## config.mk

```make
export PLATFORM = sky130hd
export DESIGN_NAME = controller_responder
export DESIGN_NICKNAME = d
export VERILOG_FILES = /design/src/rtl/guybox_pkg.sv /design/src/rtl/sync_edge.sv /design/src/rtl/controller_responder.sv
export SDC_FILE = /design/constraint.sdc
export NUM_CORES = 1
export LEC_CHECK = 0
export ABC_AREA = 1
export CORE_MARGIN = 1
export CORE_UTILIZATION = 52
export CTS_CLUSTER_DIAMETER = 120
export DETAILED_ROUTE_END_ITERATION = 12
export GPL_TIMING_DRIVEN = 0
export HOLD_SLACK_MARGIN = 0.12
export PLACE_DENSITY_LB_ADDON = 0.2
export RECOVER_POWER = 25
export SYNTH_ARGS = -nofsm -noshare
export SYNTH_HDL_FRONTEND = slang
export SYNTH_SLANG_ARGS = --single-unit
```

## constraint.sdc

```tcl
create_clock -name clk -period 1.7 [get_ports clk]
set_input_delay 0.34 -clock clk [delete_from_list [all_inputs] [get_ports clk]]
set_output_delay 0.34 -clock clk [all_outputs]
set_load 0.03 [all_outputs]
```

## src/rtl/guybox_pkg.sv

```systemverilog
// Shared GuyBox definitions: controller button indices and the responder state encoding.
package guybox_pkg;

  localparam int unsigned BTN_A      = 0;
  localparam int unsigned BTN_B      = 1;
  localparam int unsigned BTN_SELECT = 2;
  localparam int unsigned BTN_START  = 3;
  localparam int unsigned BTN_UP     = 4;
  localparam int unsigned BTN_DOWN   = 5;
  localparam int unsigned BTN_LEFT   = 6;
  localparam int unsigned BTN_RIGHT  = 7;

  localparam int unsigned EXTRA_W   = 4;
  localparam int unsigned EXTRA_MAX = 15;

  typedef enum logic [1:0] {
    ST_IDLE  = 2'd0,
    ST_LOAD  = 2'd1,
    ST_SHIFT = 2'd2,
    ST_DONE  = 2'd3
  } ctrl_resp_state_t;

endpackage

```

## src/rtl/sync_edge.sv

```systemverilog
// Multi-stage synchronizer for an asynchronous pin, with registered level and edge strobes.
module sync_edge #(
  parameter int unsigned STAGES = 2
) (
  input  logic clk,
  input  logic reset,
  input  logic d_in,
  output logic level,
  output logic rise,
  output logic fall
);

  logic [STAGES-1:0] sync_q, sync_d;
  logic level_q, level_d;
  logic rise_q, rise_d;
  logic fall_q, fall_d;

  // Level is delayed one stage so it lines up with the edge strobes.
  always_comb begin
    sync_d  = {sync_q[STAGES-2:0], d_in};
    level_d = sync_q[STAGES-1];
    rise_d  = sync_q[STAGES-1] & ~level_q;
    fall_d  = ~sync_q[STAGES-1] & level_q;
  end

  always_ff @(posedge clk or posedge reset) begin
    if (reset) begin
      sync_q  <= '0;
      level_q <= 1'b0;
      rise_q  <= 1'b0;
      fall_q  <= 1'b0;
    end else begin
      sync_q  <= sync_d;
      level_q <= level_d;
      rise_q  <= rise_d;
      fall_q  <= fall_d;
    end
  end

  assign level = level_q;
  assign rise  = rise_q;
  assign fall  = fall_q;

endmodule

```

## src/rtl/controller_responder.sv

```systemverilog
// Emulated GuyBox controller: answers the host latch/pulse protocol by shifting out a
// button snapshot on data_out, and counts stray pulses after the frame ends.
module controller_responder
  import guybox_pkg::*;
#(
  parameter int unsigned NBITS           = 8,
  parameter int unsigned SYNC_STAGES     = 2,
  parameter bit          DATA_ACTIVE_LOW = 1'b1
) (
  input  logic               clk,
  input  logic               reset,
  input  logic [NBITS-1:0]   buttons_in,
  input  logic               latch_in,
  input  logic               pulse_in,
  output logic               data_out,
  output logic               frame_done,
  output logic [EXTRA_W-1:0] extra_pulses
);

  localparam int unsigned CNT_W = $clog2(NBITS + 1);

  logic latch_lvl, latch_rise, latch_fall;
  logic pulse_lvl, pulse_rise, pulse_fall;
  logic unused_sync;

  ctrl_resp_state_t   state_q, state_d;
  logic [NBITS-1:0]   shreg_q, shreg_d;
  logic [CNT_W-1:0]   bit_cnt_q, bit_cnt_d;
  logic [EXTRA_W-1:0] extra_q, extra_d;
  logic               data_out_q, data_out_d;
  logic               frame_done_q, frame_done_d;

  sync_edge #(.STAGES(SYNC_STAGES)) u_latch_sync (
    .clk   (clk),
    .reset (reset),
    .d_in  (latch_in),
    .level (latch_lvl),
    .rise  (latch_rise),
    .fall  (latch_fall)
  );

  sync_edge #(.STAGES(SYNC_STAGES)) u_pulse_sync (
    .clk   (clk),
    .reset (reset),
    .d_in  (pulse_in),
    .level (pulse_lvl),
    .rise  (pulse_rise),
    .fall  (pulse_fall)
  );

  assign unused_sync = ^{latch_rise, pulse_lvl, pulse_fall};

  // Latch level overrides everything, including a coincident pulse edge.
  always_comb begin
    state_d      = state_q;
    shreg_d      = shreg_q;
    bit_cnt_d    = bit_cnt_q;
    extra_d      = extra_q;
    frame_done_d = 1'b0;

    if (latch_lvl) begin
      state_d   = ST_LOAD;
      shreg_d   = buttons_in;
      bit_cnt_d = '0;
      extra_d   = '0;
    end else begin
      unique case (state_q)
        ST_IDLE: begin
        end
        ST_LOAD: begin
          if (latch_fall) begin
            state_d = ST_SHIFT;
          end
        end
        ST_SHIFT: begin
          if (pulse_rise) begin
            shreg_d   = {1'b0, shreg_q[NBITS-1:1]};
            bit_cnt_d = bit_cnt_q + CNT_W'(1);
            if (bit_cnt_q == CNT_W'(NBITS - 1)) begin
              frame_done_d = 1'b1;
              state_d      = ST_DONE;
            end
          end
        end
        ST_DONE: begin
          if (pulse_rise && (extra_q != EXTRA_W'(EXTRA_MAX))) begin
            extra_d = extra_q + EXTRA_W'(1);
          end
        end
        default: state_d = ST_IDLE;
      endcase
    end

    // Shifting fills with 0, so IDLE and DONE naturally present the released level.
    data_out_d = shreg_d[0] ^ DATA_ACTIVE_LOW;
  end

  always_ff @(posedge clk or posedge reset) begin
    if (reset) begin
      state_q      <= ST_IDLE;
      shreg_q      <= '0;
      bit_cnt_q    <= '0;
      extra_q      <= '0;
      data_out_q   <= DATA_ACTIVE_LOW;
      frame_done_q <= 1'b0;
    end else begin
      state_q      <= state_d;
      shreg_q      <= shreg_d;
      bit_cnt_q    <= bit_cnt_d;
      extra_q      <= extra_d;
      data_out_q   <= data_out_d;
      frame_done_q <= frame_done_d;
    end
  end

  assign data_out     = data_out_q;
  assign frame_done   = frame_done_q;
  assign extra_pulses = extra_q;

endmodule

```

==> impl_results.md <==
* Die footprint at ~2700 sq um
* Final-report setup violation count at 0
* Final wirelength at 2.25 mm
* CP peak stage delay at about 0.55 ns
* Cell family with most CP delay: flip-flops
* Max VDD drop at 0.675 mV
* Routed vias/inst at between 5 and 6
* Synthesized Nets at ~160
* IO Count at 18
* First-pass DRT Iterations at 4
* Synth top area cells: dfrtp_1 53%, nand2_1 6.8%, inv_1 6.2%
* Post-route ant nets at 0
* Combinational Power Share at 24.4%
* Synth Area in Simple Gates at between 10% and 20%
* Critical Path Source: data_out
* Compound-Gate Fraction of Synth Area at roughly a tenth
* Power Dens Cells at 969 nW/um^2
* Root buf cell: clkbuf_4
* Area after DPL at about 1500 sq um
* Total negative slack at 0 ns
* Post-synth top cells: 27 x dfrtp_1, 23 x nand2_1, 21 x inv_1, 12 x a21oi_1, 11 x nor2_1
* Netlist cell types at 22
* R2R Setup Slk at between 0.2 and 0.3 ns
* Final Cell Area at between 1000 and 1500 sq um
* Worst Tran Pin Value at 1.03 ns
* Netlist Area Pre-Place at 1280 sq um
* Sequential-to-total area share from yosys stat at 54.9%
* R2R depth at 7
* Area delta synth->final at 17.3%
* Mux contribution to synthesized area at 0%
* Total of warnings raised by yosys at 0
* CP startpoint kind: register
* Slowest cell on crit path: dfstp_2
* Total core area at 2250 sq um
* Port bufs at 17
* Clock Path Buffers at 2
* Routed wire per std cell at around 12 microns
* Worst Hold End: u_pulse_sync.sync_q[1]
* Worst r2r dst: bit_cnt_q[3]
* Initial Utilization at 56.7%
* Leakage at 0.770 nW
* Max transition margin at 31.6%
* Pin count of the biggest net entering global routing at 29
* Clock sink count at 28
* Dominant synthesized flop cell: dfrtp_1
* Sequential power share at a little over half
* Total gr overflow at 0
* Slew Viols, Final at 0
* DP Wirelength at around 1.7 mm
* Min Tclk post-route at roughly 1.6 ns
* Initial antenna violation count at 0
* Synth Area in XOR/XNOR at under 10%
* P_sw at between 0.4 and 0.5 mW
* Chip height at 51.6 microns
* Pint at 1.01 mW
* CTS tree: yes
* Post-synth EDFFs at 0
* Cts hold-fix bufs at 0
* Clk pin slew, worst setup/hold paths at 0.14 ns
* Depth of the worst hold-timing path at 0
* First DRT Iteration DRCs at 16
* Largest family of logic cells by synthesized area: simple AND/OR/NAND/NOR gates
* Cell row count at 17
* Hold Vio Cnt, Final at 0
* Mapped Cells at between 100 and 150
* RSZ-0062 raised after global routing: false
* Sw Ratio at a little under a third
* Fraction of registers with async set or reset after synthesis at 100%
* Power share of the clock group at around 22%
* F_max at 622 MHz
* Status: finished clean
* Die width at 51.6 microns
* Gr usage total at about 20%
* Synth area leader: dfrtp_1
* Worst Path Arrival at ~1.3 ns
* Reg2reg start: state_q[0]
* Cell with the most instances after synthesis: dfrtp_1
* Buf/Inv on CP at 1
* Share of cells above drive strength 1 at 7.50%
* FILL cells at 188
* Avg Inst Size Synth at slightly above 9 sq um
* Worst Setup End Kind: output port
* Min-delay worst type: register to register
* Class of the most critical setup path: register to output port
* Vias at approximately 980
* Max Cap Viol at 0
* RePlAce Congestion at approximately 0.75
* Total number of H-tree levels at 1
* Cells along the critical path: dlygate4sd2_1
* Synth Area in Adders at approximately 5.9%
* Clock latency on the worst-skew pair at 0.33 ns
* # nets final at between 150 and 200
* Period Utilization, post-route at 94.6%
* Top cell type's share of synthesized area at roughly 53%
* CTS buffer count at 3
* Number of global-route vias before repair at between 900 and 1000
* N_diodes at 0
* Final Skew at ~0.0034 ns
* First-pass GRT wire length at about 3.9 mm
* Crit path required time at roughly 1.4 ns
* Flops & latches, synth at 28
* Hold path start: u_pulse_sync.sync_q[0]
* Crit-path max FO at 1
* Post-route DRC at 0
layer usage:
layer / track usage [%] / wire length, microns / vias to the layer above
li1: - / - / 488
met1: 25.5 / 1050 / 474
met2: 35.7 / 1110 / 17
met3: 3.51 / 58 / 4
met4: 6.76 / 31 / 0
met5: 0 / 0 / -
cells by family (layout without fill, tap and decap cells):
logic type	count (synthesis)	after routing
flip-flops	28	28
XOR/XNOR	2	2
buffers and inverters	25	46
AO/OA/AOI/OAI	24	24
AND/OR/NAND/NOR	54	54
adder cells (fa/ha/maj)	6	6
power by group through the flow:
stage / Clock [mW] / Sequential [mW] / Combinational (mW)
floorplan: 0 / 0.791 / 0.262
global placement: 0 / 0.784 / 0.349
detailed placement: 0 / 0.791 / 0.366
CTS: 0.336 / 0.777 / 0.363
global route: 0.353 / 0.787 / 0.404
finish: 0.322 / 0.775 / 0.355
how the worst max path moves through the flow:
stage,to,slack [ns],cells after the start
floorplan,extra_pulses[2],0.31,6
global placement,u_latch_sync.sync_q[0],0.12,2
detailed placement,bit_cnt_q[2],0.06,2
CTS,frame_done,0.02,1
global route,data_out,0.05,1
finish,data_out,0.09,1
state kept, by name, summed over array words and instances (netlist names):
register	count
u_latch_sync.level	1
u_pulse_sync.level	1
frame_done	1
bit_cnt_q	4
u_pulse_sync.rise	1
u_pulse_sync.sync_q	2
extra_pulses	4
u_latch_sync.sync_q	2
data_out	1
shreg_q	8
u_latch_sync.fall	1
state_q	2
through the flow:
step,total power [mW],cells,util [%],setup WS [ns],hold slack (ns)
detailed placement,1.16,184,65.8,0.0571,0.337
finish,1.45,188,66.5,0.0911,0.367
floorplan,1.05,139,-,0.314,0.331
CTS,1.48,188,67.1,0.0156,0.370
global placement,1.13,184,65.8,0.116,0.332
global route,1.54,188,66.5,0.0453,0.386
placed cells by master, fill, tap and decap left out, drive strengths merged:
| master | n |
|---|---|
| clkbuf | 6 |
| clkdlybuf4s50 | 8 |
| a22o | 1 |
| inv | 22 |
| a31oi | 1 |
| o211ai | 2 |
| xor2 | 2 |
| nand2 | 25 |
| nor3 | 6 |
| buf | 2 |
| a21oi | 12 |
| dlygate4sd3 | 3 |
| o21ai | 8 |
| nand4 | 1 |
| dlygate4sd2 | 5 |
| nand3b | 1 |
| dfrtp | 27 |
| dfstp | 1 |
| nand3 | 9 |
| ha | 6 |
| nor2 | 12 |
area by class of cell:
type                    count  area, sq um  area share [%]
repair buffers             17          158            10.5
multi-input cells          86          469            31.3
well taps                  28         35.0            2.34
flip-flops and latches     28          702            46.8
clock buffers               4         36.3            2.42
inverters                  22         85.1            5.68
plain buffers               3         13.8           0.918
repair_timing:
item,in CTS,in global routing
setup buffers,0,0
endpoints found under the setup margin,5,1
resized for setup,5,1
pin swaps,0,0
Note: power is estimated with default switching activity, not from simulation.
